--- src/rtl/ex_muldiv_pkg.sv ---
// Shared definitions for the EX-stage multiply/divide unit: ALU op codes
// for the M extension and the unit's FSM state encoding.
package ex_muldiv_pkg;

    localparam int unsigned ALUOP_W = 8;

    typedef logic [ALUOP_W-1:0] aluop_t;

    localparam aluop_t EXE_MUL    = 8'h30;
    localparam aluop_t EXE_MULH   = 8'h31;
    localparam aluop_t EXE_MULHSU = 8'h32;
    localparam aluop_t EXE_MULHU  = 8'h33;
    localparam aluop_t EXE_DIV    = 8'h34;
    localparam aluop_t EXE_DIVU   = 8'h35;
    localparam aluop_t EXE_REM    = 8'h36;
    localparam aluop_t EXE_REMU   = 8'h37;

    typedef enum logic [1:0] {
        MD_IDLE     = 2'd0,
        MD_DIV_BUSY = 2'd1,
        MD_DONE     = 2'd2
    } md_state_e;

    // True for DIV/REM, which interpret their operands as signed.
    function automatic logic is_signed_div(input aluop_t op);
        return (op == EXE_DIV) || (op == EXE_REM);
    endfunction

    // True for REM/REMU, which return the remainder rather than the quotient.
    function automatic logic is_rem(input aluop_t op);
        return (op == EXE_REM) || (op == EXE_REMU);
    endfunction

endpackage

--- src/rtl/ex_muldiv_div_core.sv ---
// Unsigned iterative radix-2 restoring divider, one quotient bit per cycle.
// done_o rises during the final iteration; quotient_o/remainder_o then carry
// the values being written on that edge so the caller can capture them
// without an extra cycle.
module ex_muldiv_div_core
    import ex_muldiv_pkg::*;
#(
    parameter int unsigned XLEN = 32
) (
    input  logic            clk,
    input  logic            rst,
    input  logic            start_i,
    input  logic            abort_i,
    input  logic [XLEN-1:0] dividend_i,
    input  logic [XLEN-1:0] divisor_i,
    output logic [XLEN-1:0] quotient_o,
    output logic [XLEN-1:0] remainder_o,
    output logic            done_o
);

    localparam int unsigned CNT_W = $clog2(XLEN) + 1;

    logic [XLEN-1:0]  rem_q, rem_d;
    logic [XLEN-1:0]  quo_q, quo_d;
    logic [XLEN-1:0]  dvs_q, dvs_d;
    logic [CNT_W-1:0] cnt_q, cnt_d;
    logic             busy_q, busy_d;

    logic [XLEN:0]    shifted;
    logic [XLEN:0]    diff;
    logic             last_iter;

    // One restoring step: shift remainder:dividend left, trial-subtract divisor.
    always_comb begin
        shifted = {rem_q, quo_q[XLEN-1]};
        diff    = shifted - {1'b0, dvs_q};
    end

    assign last_iter = busy_q && (cnt_q == CNT_W'(XLEN - 1));

    // Next-state for the divider registers.
    always_comb begin
        rem_d  = rem_q;
        quo_d  = quo_q;
        dvs_d  = dvs_q;
        cnt_d  = cnt_q;
        busy_d = busy_q;
        if (abort_i) begin
            busy_d = 1'b0;
        end else if (start_i) begin
            rem_d  = '0;
            quo_d  = dividend_i;
            dvs_d  = divisor_i;
            cnt_d  = '0;
            busy_d = 1'b1;
        end else if (busy_q) begin
            rem_d = diff[XLEN] ? shifted[XLEN-1:0] : diff[XLEN-1:0];
            quo_d = {quo_q[XLEN-2:0], ~diff[XLEN]};
            cnt_d = cnt_q + 1'b1;
            if (last_iter) begin
                busy_d = 1'b0;
            end
        end
    end

    // Divider state registers.
    always_ff @(posedge clk or negedge rst) begin
        if (!rst) begin
            rem_q  <= '0;
            quo_q  <= '0;
            dvs_q  <= '0;
            cnt_q  <= '0;
            busy_q <= 1'b0;
        end else begin
            rem_q  <= rem_d;
            quo_q  <= quo_d;
            dvs_q  <= dvs_d;
            cnt_q  <= cnt_d;
            busy_q <= busy_d;
        end
    end

    assign quotient_o  = quo_d;
    assign remainder_o = rem_d;
    assign done_o      = last_iter && !abort_i && !start_i;

endmodule

--- src/rtl/ex_muldiv.sv ---
// RV32M multiply/divide unit for the EX stage. Multiplies finish in one
// registered cycle; divides/remainders run on the iterative divider core.
// Stalls the pipeline until the result is ready.
module ex_muldiv
    import ex_muldiv_pkg::*;
#(
    parameter int unsigned XLEN = 32
) (
    input  logic               clk,
    input  logic               rst,
    input  logic               start_i,
    input  logic [ALUOP_W-1:0] aluop_i,
    input  logic [XLEN-1:0]    op1_i,
    input  logic [XLEN-1:0]    op2_i,
    input  logic               flush_i,
    input  logic               hold_i,
    output logic [XLEN-1:0]    result_o,
    output logic               ready_o,
    output logic               busy_o,
    output logic               stall_req_o
);

    localparam logic [XLEN-1:0] MOST_NEG = {1'b1, {(XLEN-1){1'b0}}};

    md_state_e       state_q, state_d;
    logic [XLEN-1:0] result_q, result_d;
    logic            neg_quo_q, neg_quo_d;
    logic            neg_rem_q, neg_rem_d;
    logic            sel_rem_q, sel_rem_d;

    logic            div_start;
    logic            div_abort;
    logic [XLEN-1:0] div_dividend;
    logic [XLEN-1:0] div_divisor;
    logic [XLEN-1:0] div_quotient;
    logic [XLEN-1:0] div_remainder;
    logic            div_done;

    logic [2*XLEN-1:0] mul_a;
    logic [2*XLEN-1:0] mul_b;
    logic [2*XLEN-1:0] mul_prod;
    logic              op1_neg;
    logic              op2_neg;
    logic              sdiv;

    // Operands extended to 2*XLEN per op signedness; the truncated product is
    // exact modulo 2^(2*XLEN), which is all that the low/high halves need.
    always_comb begin
        mul_a = {{XLEN{1'b0}}, op1_i};
        mul_b = {{XLEN{1'b0}}, op2_i};
        if (aluop_i == EXE_MULH || aluop_i == EXE_MULHSU) begin
            mul_a = {{XLEN{op1_i[XLEN-1]}}, op1_i};
        end
        if (aluop_i == EXE_MULH) begin
            mul_b = {{XLEN{op2_i[XLEN-1]}}, op2_i};
        end
        mul_prod = mul_a * mul_b;
    end

    // Magnitudes and sign flags for signed division.
    always_comb begin
        sdiv         = is_signed_div(aluop_i);
        op1_neg      = sdiv && op1_i[XLEN-1];
        op2_neg      = sdiv && op2_i[XLEN-1];
        div_dividend = op1_neg ? (~op1_i + 1'b1) : op1_i;
        div_divisor  = op2_neg ? (~op2_i + 1'b1) : op2_i;
    end

    ex_muldiv_div_core #(
        .XLEN(XLEN)
    ) u_div_core (
        .clk        (clk),
        .rst        (rst),
        .start_i    (div_start),
        .abort_i    (div_abort),
        .dividend_i (div_dividend),
        .divisor_i  (div_divisor),
        .quotient_o (div_quotient),
        .remainder_o(div_remainder),
        .done_o     (div_done)
    );

    // FSM next-state, result capture and divider control.
    always_comb begin
        state_d   = state_q;
        result_d  = result_q;
        neg_quo_d = neg_quo_q;
        neg_rem_d = neg_rem_q;
        sel_rem_d = sel_rem_q;
        div_start = 1'b0;
        div_abort = 1'b0;
        if (flush_i) begin
            state_d   = MD_IDLE;
            div_abort = 1'b1;
        end else begin
            case (state_q)
                MD_IDLE: begin
                    if (start_i) begin
                        case (aluop_i)
                            EXE_MUL: begin
                                result_d = mul_prod[XLEN-1:0];
                                state_d  = MD_DONE;
                            end
                            EXE_MULH, EXE_MULHSU, EXE_MULHU: begin
                                result_d = mul_prod[2*XLEN-1:XLEN];
                                state_d  = MD_DONE;
                            end
                            EXE_DIV, EXE_DIVU, EXE_REM, EXE_REMU: begin
                                if (op2_i == '0) begin
                                    result_d = is_rem(aluop_i) ? op1_i : '1;
                                    state_d  = MD_DONE;
                                end else if (sdiv && op1_i == MOST_NEG && op2_i == '1) begin
                                    result_d = is_rem(aluop_i) ? '0 : MOST_NEG;
                                    state_d  = MD_DONE;
                                end else begin
                                    neg_quo_d = op1_neg ^ op2_neg;
                                    neg_rem_d = op1_neg;
                                    sel_rem_d = is_rem(aluop_i);
                                    div_start = 1'b1;
                                    state_d   = MD_DIV_BUSY;
                                end
                            end
                            default: ;
                        endcase
                    end
                end
                MD_DIV_BUSY: begin
                    if (!start_i) begin
                        state_d   = MD_IDLE;
                        div_abort = 1'b1;
                    end else if (div_done) begin
                        if (sel_rem_q) begin
                            result_d = neg_rem_q ? (~div_remainder + 1'b1) : div_remainder;
                        end else begin
                            result_d = neg_quo_q ? (~div_quotient + 1'b1) : div_quotient;
                        end
                        state_d = MD_DONE;
                    end
                end
                MD_DONE: begin
                    if (!hold_i) begin
                        state_d = MD_IDLE;
                    end
                end
                default: state_d = MD_IDLE;
            endcase
        end
    end

    // State and result registers.
    always_ff @(posedge clk or negedge rst) begin
        if (!rst) begin
            state_q   <= MD_IDLE;
            result_q  <= '0;
            neg_quo_q <= 1'b0;
            neg_rem_q <= 1'b0;
            sel_rem_q <= 1'b0;
        end else begin
            state_q   <= state_d;
            result_q  <= result_d;
            neg_quo_q <= neg_quo_d;
            neg_rem_q <= neg_rem_d;
            sel_rem_q <= sel_rem_d;
        end
    end

    assign result_o    = result_q;
    assign ready_o     = (state_q == MD_DONE);
    assign busy_o      = (state_q != MD_IDLE);
    assign stall_req_o = start_i & ~ready_o & ~flush_i;

endmodule

--- config.mk ---
export PLATFORM = sky130hd
export DESIGN_NAME = ex_muldiv
export DESIGN_NICKNAME = d
export VERILOG_FILES = /design/src/rtl/ex_muldiv_pkg.sv /design/src/rtl/ex_muldiv_div_core.sv /design/src/rtl/ex_muldiv.sv
export SDC_FILE = /design/constraint.sdc
export NUM_CORES = 2
export LEC_CHECK = 0
export BUFFER_PORTS_ARGS = -buffer_cell sky130_fd_sc_hd__buf_2
export CORE_MARGIN = 2
export CORE_UTILIZATION = 24
export CTS_CLUSTER_DIAMETER = 120
export DETAILED_ROUTE_END_ITERATION = 16
export PLACE_DENSITY = 0.4
export SLEW_MARGIN = 20
export SYNTH_ARGS = -nofsm -noshare
export SYNTH_HDL_FRONTEND = slang
export SYNTH_SLANG_ARGS = --single-unit
--- constraint.sdc ---
create_clock -name clk -period 9.79 [get_ports clk]
set_input_delay 1.958 -clock clk [delete_from_list [all_inputs] [get_ports clk]]
set_output_delay 1.958 -clock clk [all_outputs]
set_load 0.05 [all_outputs]
==> summary.md <==
The flow ran to the end, but the final reports show violations. The final reports fail on setup timing. The placed wire-length estimate after detailed placement is 205000 um. The top-area cell type share of the netlist area was 47.5%. The largest single stage delay on the critical path is 0.58 ns.

The post-route worst setup slack is -1.42 ns, and the initial antenna violation count is 25. The tightest min-delay check is of the flip-flop to flip-flop type. Sequential elements use 5.85% of the synthesized area. The largest net degree at the start of global routing is 85, and the transition time of the tightest slew-check pin is 1.03 ns. During synthesis, Yosys emitted a total of 0 warnings. The portion of the clock cycle consumed by the worst path in the final layout came out at 115%. The worst hold path begins at result_o[1]. For this run, the post-layout net count is 9113.

The filler cells instantiated in the layout total 26700. The horizontal die dimension came out at 503 um. Yosys attributes the largest share of cell area to sky130_fd_sc_hd__fa_1 48%, sky130_fd_sc_hd__inv_1 9.9%, sky130_fd_sc_hd__ha_1 7.2%. The run gives 18.7% as the total global routing track utilization. The floorplan step defined a die boundary enclosing 0.253 mm^2.

Setup repair after global routing could not meet its margin everywhere. The worst pin sits at a relative slew slack of 30.8%. For the deepest level of the CTS H-tree, the log shows 4. The logs give 47700 for the number of vias in the routed layout and 0 for the number of DRC violations after detailed routing. The worst hold path terminates at result_o[1]. The end of the worst register-to-register path is result_o[22].

The clock transition time at the flip-flop clock pins of the worst setup and hold paths came out at 0.06 ns. The row count is 183. The logs give 0.0122 ns for the worst clock skew and 352000 um for the global-route wire length before repair. Post-synthesis register bit count: 140. Setup violations remaining at the end of the flow were counted as 30. For the finished layout, the period the worst path requires is 11.21 ns. The tools report the number of clock sinks as 140. Critical path launch point type: an input port. The post-route netlist has 16.8% of its cells at a drive strength greater than 1. The worst-skew pair later-pin latency is 0.45 ns, and the number of input and output port buffers inserted is 111.

The average instance area after synthesis is 8.93 um^2. The run gives 0 as the total global routing overflow. Together, buffers and inverters on the worst path number 12.

The cell taking the most area after synthesis is sky130_fd_sc_hd__fa_1. Based on the critical path, the design can be clocked at up to 0.0892 GHz. The kind of cell adding the most delay to the critical path is adder cells. After technology mapping, the gate count stands at 6700. For this run, the leading register cell type out of synthesis is sky130_fd_sc_hd__dfrtp_1. Adding up every negative setup slack in the final design gives -26.71 ns.

The area added between synthesis and finish was 20.5%; the weighted congestion at the end of routability-driven global placement was 0.910. Counting cells, the worst reg-to-reg path comes to 20. In this run, synthesis inferred 0 flip-flops with an integrated enable.

Once the floorplan was initialized, standard cells occupied 24.1% of the core. Hold repair after CTS inserted 0 buffers. The aggregate routed wire length came out at 233000 um. The clock passes through at most 2 buffers.

The setup check on the worst reg-to-reg path leaves a slack of 3.43 ns. The tools report the root buffer selected by CTS as sky130_fd_sc_hd__clkbuf_16. The tools report the total iterations of the first detailed-routing run as 6. The arrival time of the worst setup path was 11.57 ns.

The critical path is of the input port to flip-flop type. Data on the critical path is required at its endpoint by 10.15 ns. The via count of the first global-routing pass came out at 52700. Total clock buffers created by CTS: 17. Final number of max-transition violations: 0. The number of antenna-violating nets in the routed design was 0; the number of cells on the worst hold path was 2. Using the TritonRoute via totals, the vias-per-cell ratio works out to 4.49. After synthesis, the share of flip-flops with an asynchronous set or reset is 100%. The synthesized netlist net count came out at 8543. For the number of distinct library cells after synthesis, the log shows 98. The slowest stage of the critical path is the sky130_fd_sc_hd__fa_2 cell. The number of max-cap violations came out at 0. The floorplan die height works out to 503 um. After floorplanning, the core was sized to cover 0.248 mm^2. The top fanout value on the critical path works out to 5. The worst setup path is captured at a flip-flop. In this design, the critical path's most frequently occurring cell is sky130_fd_sc_hd__fa_1.

The start of the worst register-to-register path is u_div_core.quo_q[31]. For the final hold slack, the log shows 0.463 ns. The tools report the number of top-level pins as 112.

The routed length per instance came out at 22.0 um. In this run, the number of DRC markers left after iteration 0 of detailed routing was 3060. The synthesized netlist occupies a cell area of 0.0598 mm^2. The run gives 0 as the number of hold-slack violations in the final timing report. TritonCTS built the clock tree.
-- synthesized netlist by cell type (10+ instances only) --
cell type,number
sky130_fd_sc_hd__nand2b_1,17
sky130_fd_sc_hd__or3_1,25
sky130_fd_sc_hd__nor3_1,58
sky130_fd_sc_hd__xnor2_1,161
sky130_fd_sc_hd__inv_1,1585
sky130_fd_sc_hd__nor2_1,172
sky130_fd_sc_hd__a21o_1,56
sky130_fd_sc_hd__o211ai_1,28
sky130_fd_sc_hd__and2_1,389
sky130_fd_sc_hd__ha_1,346
sky130_fd_sc_hd__buf_1,85
sky130_fd_sc_hd__o22ai_1,11
sky130_fd_sc_hd__or2_2,11
sky130_fd_sc_hd__a211oi_1,31
sky130_fd_sc_hd__xor2_1,85
sky130_fd_sc_hd__o21bai_1,15
sky130_fd_sc_hd__clkbuf_1,265
sky130_fd_sc_hd__nand4_1,45
sky130_fd_sc_hd__dfrtp_1,140
sky130_fd_sc_hd__o31ai_1,40
sky130_fd_sc_hd__nor4_1,25
sky130_fd_sc_hd__nor2b_1,14
sky130_fd_sc_hd__buf_2,16
sky130_fd_sc_hd__nand2_1,915
sky130_fd_sc_hd__or4_1,15
sky130_fd_sc_hd__mux2i_1,54
sky130_fd_sc_hd__and3_1,26
sky130_fd_sc_hd__a21oi_1,173
sky130_fd_sc_hd__o21ai_0,180
sky130_fd_sc_hd__o21a_1,18
sky130_fd_sc_hd__a211o_1,10
sky130_fd_sc_hd__a31oi_1,22
sky130_fd_sc_hd__nand3_1,45
sky130_fd_sc_hd__fa_1,1420
sky130_fd_sc_hd__a32oi_1,10
sky130_fd_sc_hd__o221ai_1,11
-- worst max path at each step --
stage                    start            to  cells after the start  slack [ns]
floorplan           aluop_i[6]  result_o[30]                     34       -1.24
global placement    aluop_i[6]  result_o[30]                     37       -2.18
detailed placement  aluop_i[6]  result_o[30]                     38       -2.21
CTS                 aluop_i[6]  result_o[30]                     35       -1.32
global route        aluop_i[7]  result_o[30]                     39       -1.75
finish              aluop_i[7]  result_o[30]                     39       -1.42
-- metrics by stage --
step / setup slack (ns) / instance area (um^2) / util [%] / cells
finish: -1.42 / 72100 / 29.1 / 10600
CTS: -1.32 / 71700 / 28.9 / 10600
global route: -1.75 / 72100 / 29.0 / 10600
global placement: -2.18 / 70000 / 28.2 / 10500
detailed placement: -2.21 / 70000 / 28.2 / 10500
floorplan: -1.24 / 60100 / - / 6700
-- area by class of cell --
cell class              instances  area (um^2)  area share [%]
clock inverters                13          121           0.168
repair buffers                924         7810            10.8
multi-input cells            4598        50100            69.5
flip-flops and latches        140         3500            4.86
clock buffers                  19          443           0.614
well taps                    3330         4170            5.78
diodes                          9         22.5          0.0312
inverters                    1589         5960            8.27
-- flip-flops by register name, indices dropped and copies added, names as in the netlist --
register and count:
u_div_core.quo_q 32, result_o 32, u_div_core.rem_q 32, state_q 2
neg_quo_q 1, u_div_core.cnt_q 6, sel_rem_q 1, u_div_core.busy_q 1
neg_rem_q 1, u_div_core.dvs_q 32
-- layer usage --
| metal | share of wire [%] | wire, um | global-route usage [%] |
|---|---|---|---|
| met1 | 45 | 105000 | 25.6 |
| met2 | 49 | 114000 | 32.5 |
| met3 | 4.5 | 10500 | 1.47 |
| met4 | 1.6 | 3810 | 3.07 |
| met5 | 0.028 | 65 | 0 |
-- what timing repair did --
action	4_1_cts	5_1_grt
endpoints found under the setup margin	32	32
gates resized for setup	212	88
pin swaps	94	104
setup buffers	25	9
-- worst reg2reg max path, cell delays in order, from the launching register on --
cell	delay, ns
sky130_fd_sc_hd__dfrtp_1	0.42
sky130_fd_sc_hd__inv_1	0.12
sky130_fd_sc_hd__ha_1	0.22
sky130_fd_sc_hd__inv_1	0.07
sky130_fd_sc_hd__fa_1	0.46
sky130_fd_sc_hd__a211o_1	0.33
sky130_fd_sc_hd__a21oi_1	0.34
sky130_fd_sc_hd__or3_1	0.23
sky130_fd_sc_hd__a211oi_2	0.11
sky130_fd_sc_hd__nor3_2	0.61
sky130_fd_sc_hd__nor2_1	0.27
sky130_fd_sc_hd__buf_4	0.26
sky130_fd_sc_hd__nor2_1	0.10
sky130_fd_sc_hd__a211oi_1	0.05
sky130_fd_sc_hd__o21ai_0	0.42
sky130_fd_sc_hd__ha_1	0.27
sky130_fd_sc_hd__nand3_1	0.32
sky130_fd_sc_hd__nor4_2	0.89
sky130_fd_sc_hd__o22ai_1	0.21
sky130_fd_sc_hd__a211oi_1	0.41
sky130_fd_sc_hd__o31ai_1	0.13
-- cells in the final DEF (no fill, tap or decap), types with 22 or more instances in the layout --
cell type / n
sky130_fd_sc_hd__fa_1: 1384
sky130_fd_sc_hd__nor3_1: 53
sky130_fd_sc_hd__ha_1: 326
sky130_fd_sc_hd__nor4_1: 24
sky130_fd_sc_hd__inv_2: 22
sky130_fd_sc_hd__dfrtp_1: 140
sky130_fd_sc_hd__nor2_1: 166
sky130_fd_sc_hd__nand3_1: 45
sky130_fd_sc_hd__a21oi_2: 25
sky130_fd_sc_hd__inv_1: 1564
sky130_fd_sc_hd__buf_2: 74
sky130_fd_sc_hd__fa_2: 36
sky130_fd_sc_hd__a21o_1: 56
sky130_fd_sc_hd__a211oi_1: 25
sky130_fd_sc_hd__o21ai_0: 157
sky130_fd_sc_hd__and2_1: 385
sky130_fd_sc_hd__a31oi_1: 22
sky130_fd_sc_hd__buf_12: 69
sky130_fd_sc_hd__nand4_1: 45
sky130_fd_sc_hd__mux2i_1: 53
sky130_fd_sc_hd__xor2_1: 77
sky130_fd_sc_hd__and3_1: 22
sky130_fd_sc_hd__buf_6: 42
sky130_fd_sc_hd__or3_1: 22
sky130_fd_sc_hd__o31ai_1: 36
sky130_fd_sc_hd__nand2_1: 902
sky130_fd_sc_hd__xnor2_1: 155
sky130_fd_sc_hd__o211ai_1: 28
sky130_fd_sc_hd__a21oi_1: 142
sky130_fd_sc_hd__buf_4: 732
-- logic make-up (layout without fill, tap and decap cells) --
kind of cell,after synthesis,in the layout,synth area share [%]
buffers and inverters,1962,2545,12.4
muxes,63,63,1.08
DFF,140,140,5.85
AOI/OAI and AO/OA,720,720,7.89
adders and majority gates,1769,1769,54.8
and+or+nand+nor,1800,1800,14.4
other,0,9,0
xor gates and xnor gates,246,246,3.60
Power is left out: the tool's default activity adds up to more than one toggle a clock period on the data nets, which glitch-free logic cannot reach.
